<file path="src/rtl/interrupt_controller.sv">
// rtl/interrupt_controller.sv - IF/IE interrupt flag and enable registers; optional INT_EDGE_DETECT_EN
module interrupt_controller #(
  parameter logic [15:0] IF_ADDR = 16'hFF0F,
  parameter logic [15:0] IE_ADDR = 16'hFFFF
) (
  input  logic        clk4_2,
  input  logic        reset,
  input  logic [15:0] address_bus,
  input  logic [7:0]  data_bus_in,
  input  logic        mem_we,
  output logic [7:0]  data_bus_out,
  output logic        rd_sel,
  input  logic        v_blank_int_src,
  input  logic        lcd_stat_int_src,
  input  logic        timer_int_src,
  input  logic        serial_int_src,
  input  logic        joypad_int_src,
  input  logic        cpu_v_blank_int_clear,
  input  logic        cpu_lcd_stat_int_clear,
  input  logic        cpu_timer_int_clear,
  input  logic        cpu_serial_int_clear,
  input  logic        cpu_joypad_int_clear,
  output logic        v_blank_int_req,
  output logic        lcd_stat_int_req,
  output logic        timer_int_req,
  output logic        serial_int_req,
  output logic        joypad_int_req,
  output logic        int_pending,
  output logic [2:0]  int_id
);

  logic [4:0] src;
  logic [4:0] clr;
  logic [4:0] ev;
  logic [4:0] if_q, if_d;
  logic [7:0] ie_q, ie_d;
  logic [4:0] req;
  logic       if_hit;
  logic       ie_hit;

  assign src = {joypad_int_src, serial_int_src, timer_int_src, lcd_stat_int_src, v_blank_int_src};
  assign clr = {cpu_joypad_int_clear, cpu_serial_int_clear, cpu_timer_int_clear,
                cpu_lcd_stat_int_clear, cpu_v_blank_int_clear};

  assign if_hit = (address_bus == IF_ADDR);
  assign ie_hit = (address_bus == IE_ADDR);

`ifdef INT_EDGE_DETECT_EN
  logic [4:0] src_q;

  // Remember last source level so only a low-to-high transition raises a flag
  always_ff @(posedge clk4_2 or posedge reset) begin
    if (reset) begin
      src_q <= 5'd0;
    end else begin
      src_q <= src;
    end
  end

  assign ev = src & ~src_q;
`else
  assign ev = src;
`endif

  // Flag update: new event beats CPU write, which beats acknowledge
  always_comb begin
    if_d = if_q;
    for (int n = 0; n < 5; n++) begin
      if (ev[n]) begin
        if_d[n] = 1'b1;
      end else if (mem_we && if_hit) begin
        if_d[n] = data_bus_in[n];
      end else if (clr[n]) begin
        if_d[n] = 1'b0;
      end
    end
  end

  // Enable mask keeps all eight bits so software reads back what it wrote
  always_comb begin
    ie_d = ie_q;
    if (mem_we && ie_hit) begin
      ie_d = data_bus_in;
    end
  end

  // Register state; reset drops all pending flags without waiting for a clock
  always_ff @(posedge clk4_2 or posedge reset) begin
    if (reset) begin
      if_q <= 5'd0;
      ie_q <= 8'd0;
    end else begin
      if_q <= if_d;
      ie_q <= ie_d;
    end
  end

  // Zero-wait-state read mux; unused IF bits read as ones
  always_comb begin
    data_bus_out = 8'h00;
    rd_sel       = 1'b0;
    if (!mem_we) begin
      if (if_hit) begin
        data_bus_out = {3'b111, if_q};
        rd_sel       = 1'b1;
      end else if (ie_hit) begin
        data_bus_out = ie_q;
        rd_sel       = 1'b1;
      end
    end
  end

  assign req              = if_q & ie_q[4:0];
  assign v_blank_int_req  = req[0];
  assign lcd_stat_int_req = req[1];
  assign timer_int_req    = req[2];
  assign serial_int_req   = req[3];
  assign joypad_int_req   = req[4];
  assign int_pending      = |req;

  // Fixed priority encoder, lowest bit wins; 7 means nothing pending
  always_comb begin
    int_id = 3'd7;
    if (req[0]) begin
      int_id = 3'd0;
    end else if (req[1]) begin
      int_id = 3'd1;
    end else if (req[2]) begin
      int_id = 3'd2;
    end else if (req[3]) begin
      int_id = 3'd3;
    end else if (req[4]) begin
      int_id = 3'd4;
    end
  end

endmodule

</file>
<file path="config.mk">
export PLATFORM = sky130hd
export DESIGN_NAME = interrupt_controller
export DESIGN_NICKNAME = d
export VERILOG_FILES = /design/src/rtl/interrupt_controller.sv
export SDC_FILE = /design/constraint.sdc
export NUM_CORES = 1
export LEC_CHECK = 0
export CORE_AREA = 2 2 62 46
export CTS_CLUSTER_DIAMETER = 50
export DETAILED_ROUTE_END_ITERATION = 10
export DIE_AREA = 0 0 64 48
export GPL_TIMING_DRIVEN = 0
export PLACE_DENSITY = 0.78
export SLEW_MARGIN = 10
export SYNTH_ARGS = -nofsm -noshare
export SYNTH_HDL_FRONTEND = slang
export SYNTH_SLANG_ARGS = --single-unit
</file>
<file path="constraint.sdc">
create_clock -name clk4_2 -period 1.75 [get_ports clk4_2]
set_input_delay 0.2625 -clock clk4_2 [delete_from_list [all_inputs] [get_ports clk4_2]]
set_output_delay 0.2625 -clock clk4_2 [all_outputs]
set_load 0.01 [all_outputs]
</file>
### After elaboration in Yosys (flattened, before gate mapping)

Cells that the tools add are included.

* bits in registers: 13
* input bits: 37
* logic and storage cells: 43

* equality and inequality tests: 2
* mux-type cells: 26
* bitwise operators: 1
* reductions and logical operators: 8

Operators by type and width (number)
* $eq A16 B16 Y1 const B: 2
* $mux W8: 3
* $mux W1: 18
* $reduce_bool A3 Y1: 5
* $mux W3: 4
* $and A5 B5 Y5: 1
* $reduce_or A5 Y1: 1
* $logic_and A1 B1 Y1: 2
* $mux W2: 1

### Logic depth before layout (Yosys ltp)

* word-level depth: 6
* depth in mapped cells: 5
* depth with buffers taken out: 4

### Worst setup path after synthesis

No wires, ideal clock.

* kind: input port to output port
* from: in address_bus[4]
* to: out data_bus_out[0]
* stages: 5
* path slack: 246 ps
* arrival: 1242 ps
* cells stage by stage: nor4_4 > nor4b_4 > buf_6 > a32oi_1 > nor2_1

* word-level cells in the longest chain between the ends: 4
* elaborated cells between the ends (all ways): 5
* those cells by class: eq/ne (2); mux (3)

RTL lines
* start: declaration: RTL line 8 `input logic [15:0] address_bus,`
* $eq A16 B16 Y1: RTL line 46 `assign ie_hit = (address_bus == IE_ADDR);`
* $mux W8: RTL line 106 `end else if (ie_hit) begin`
* $mux W8 *: RTL line 103 `if (if_hit) begin`
* $mux W8 *: RTL line 102 `if (!mem_we) begin`
* end: declaration: RTL line 11 `output logic [7:0] data_bus_out,`

Every way passes the cells marked *; elsewhere a longest branch is shown, timed or not.

### Worst setup path in the final report

* from: in address_bus[5]
* to: out data_bus_out[0]

The elaborated chain is that of the path after synthesis.

==> results.md <==
- Peak supply drop: 0.417 mV
- Final wirelength: 2990 um
- Setup Skew: 0 ps
- Max Slew Vio Count: 0
- H-tree depth: 1
- Hold buffers post-CTS: 0
- Lkg Pwr: 0.729 nW
- Post-synthesis cell area: 825 um2
- Largest net degree at the start of global routing: 14
- Num CTS Buffers: 3
- Global placement routability congestion: 0.764
- Die Span Y: 48 um
- Nets: 195
- Via density: 4.98
- Global-route wire length before repair: 4340 um
- Cell Pwr Density: 409 nW/um2
- Hpwl dp: 2180 um
- Crit path DAT: 1590 ps
- GRT Total Usage: 0.190
- Most used cell, CP: buf_6
- Layout area overhead: 83.5%
- Status: finished, violations left
- Post-Syn Instances: 85
- ANT nets after route: 0
- Number of buffers added on ports: 54
- WS Path Type: input port to output pin
- Worst Path Buf+Inv: 4
- Synthesis Warnings: 0
- RSZ-0062 raised after global routing: true
- CP Max Fanout: 5
- Yosys cell types: 27
- Slew Limit Headroom: 0.661
- Clock latency on the worst-skew pair: 270 ps
- DRT Pass-1 Iters: 6
- Final min period: 1850 ps
- Final-report hold violation count: 0
- Failing checks: setup timing
- Clk buf depth: 2
- Vias in the first global route: 905
- Starting Density: 0.341
- # diodes: 0
- Critical path cell sequence: buf_6, nor4_4, nor4b_4, buf_6, buf_6, a32oi_1, nor2_1, buf_2
- Initial DRC count: 16
- Final core utilization: 0.625
- Worst-Margin Slew: 509 ps
- Required @ worst endpoint: 1490 ps
- Sequential area share after synthesis: 0.395
- # IOs: 55
- Critical path's top delay family: simple AND/OR/NAND/NOR gates
- DIE AREA: 3070 um2
- Share of cells above drive strength 1: 0.338
- TritonCTS Sinks: 13
- Final Power: 0.619 mW
- Final setup vio count: 8
- DR WL/cell: 15.6 um
- Crit share post-route: 1.06
- Tightest Hold Check Type: input port to async pin
- Global route overflow: 0
- Setup WS post-layout: -100 ps
- Startpoint type of the worst setup path: input port
- Setup WS pre-CTS: -923 ps
- Initial antenna violation count: 0
- Root Buffer: clkbuf_4
- Max Freq: 0.540 GHz
- Via count: 951
- #FFs+latches synth: 13
- # rows: 15
- Core Region: 2420 um2
- Slowest stage delay, CP: 330 ps
- Die X: 64 um
- Worst-path clk slew: 80 ps
- MaxCap Viol Count: 0
- DR DRC count: 0
- CTS tree: built
- Syn_area_per_cell: 9.70 um2
- Syn Nets: 122
- Setup crit end kind: output pin
- Slowest CP cell: nor4_4
==> path summary, 6_finish.rpt <==
check / startpoint / to / slack (ps) / depth (start not counted)
max: address_bus[5] / data_bus_out[0] / -100 / 8
max reg2reg: ie_q[0] / ie_q[0] / 670 / 3
min in group clk4_2: ie_q[5] / ie_q[5] / 500 / 1
min: reset / if_q[0] / 300 / 2
max in group asynchronous: reset / if_q[4] / 1120 / 2
min reg2reg: ie_q[5] / ie_q[5] / 500 / 1
==> Yosys cell counts <==
library cell | count | share of area
o211ai_1 | 1 | 0.0091
nor4_4 | 1 | 0.026
nand4_2 | 1 | 0.015
nor3_1 | 1 | 0.0061
nand4_1 | 4 | 0.030
dfrtp_1 | 13 | 0.39
nand2_1 | 3 | 0.014
and3_1 | 1 | 0.0076
a32oi_1 | 5 | 0.053
nor4b_4 | 1 | 0.029
and2_1 | 3 | 0.023
o21ai_1 | 2 | 0.012
inv_1 | 5 | 0.023
and4_1 | 1 | 0.011
buf_2 | 1 | 0.0061
buf_6 | 1 | 0.014
a31oi_1 | 5 | 0.038
nand2b_1 | 6 | 0.046
a21oi_1 | 2 | 0.012
o21bai_1 | 1 | 0.0091
clkbuf_1 | 1 | 0.0045
nand3_2 | 1 | 0.012
mux2_2 | 2 | 0.027
mux2_1 | 6 | 0.082
o21ai_0 | 3 | 0.018
nor2_1 | 12 | 0.055
nor3_2 | 2 | 0.024
==> where the power goes <==
part	internal (mW)	switching, mW
clock	0.0883	0.0905
sequential	0.308	0.00591
combinational	0.0805	0.0461
total	0.477	0.143
==> per-stage QoR <==
step	cells	TNS (ps)	area (um2)	hold WS, ps
6_report	191	-452	1510	297
5_1_grt	191	-1080	1510	346
4_1_cts	189	-131	1490	318
3_5_place_dp	173	-10800	1410	489
3_3_place_gp	173	-9940	1410	480
2_1_floorplan	85	0	825	139
==> state kept, by name, indices dropped and copies added, names as in the netlist <==
name / flops
if_q: 5
ie_q: 8
==> layer usage <==
layer,track usage,share of wire,vias to the layer above
li1,-,-,460
met1,0.228,0.43,451
met2,0.356,0.50,38
met3,0.0612,0.071,2
met4,0.0217,0.0013,0
met5,0,0,-
==> layout by cell type, fill, tap and decap left out <==
cell type	instances
nor4b_4	1
dlygate4sd2_1	1
and3_1	1
and4_1	1
a31oi_1	5
nor4_4	1
clkdlybuf4s50_1	25
clkdlybuf4s15_1	5
dfrtp_1	13
and2_4	1
and2_1	2
nor2_1	11
nand2_1	3
nor3_2	2
o21bai_1	1
nor2_2	1
nand4_4	1
nor3_4	1
nand2b_1	6
mux2_1	6
buf_8	1
clkbuf_2	5
clkbuf_4	3
buf_6	10
o21ai_1	2
inv_1	5
a32oi_1	5
clkbuf_1	2
buf_2	11
nand3_2	1
mux2_2	2
nand4_1	4
a21oi_1	2
clkdlybuf4s15_2	1
buf_4	11
o211ai_1	1
o21ai_0	3
==> cell families after synthesis <==
family,count (synthesis),synth area share
AO/OA/AOI/OAI,19,0.152
buffers and inverters,8,0.0470
multiplexers,8,0.109
AND/OR/NAND/NOR,37,0.297
flip-flops,13,0.395
==> what timing repair did <==
| action | 4_1_cts | 5_1_grt |
|---|---|---|
| pin swaps | 8 | 5 |
| buffers inserted | 12 | 2 |
| resized for setup | 95 | 18 |
| setup endpoints to repair | 13 | 12 |
==> final cells by class <==
cell class | count | area (um2)
Fill cell | 207 | 908
Timing Repair Buffer | 68 | 594
Multi-Input combinational cell | 64 | 485
Clock buffer | 4 | 26.3
Tap cell | 34 | 42.5
Sequential cell | 13 | 325
Buffer | 3 | 20.0
Inverter | 5 | 18.8
No activity file was read; power rests on OpenSTA's default activity.
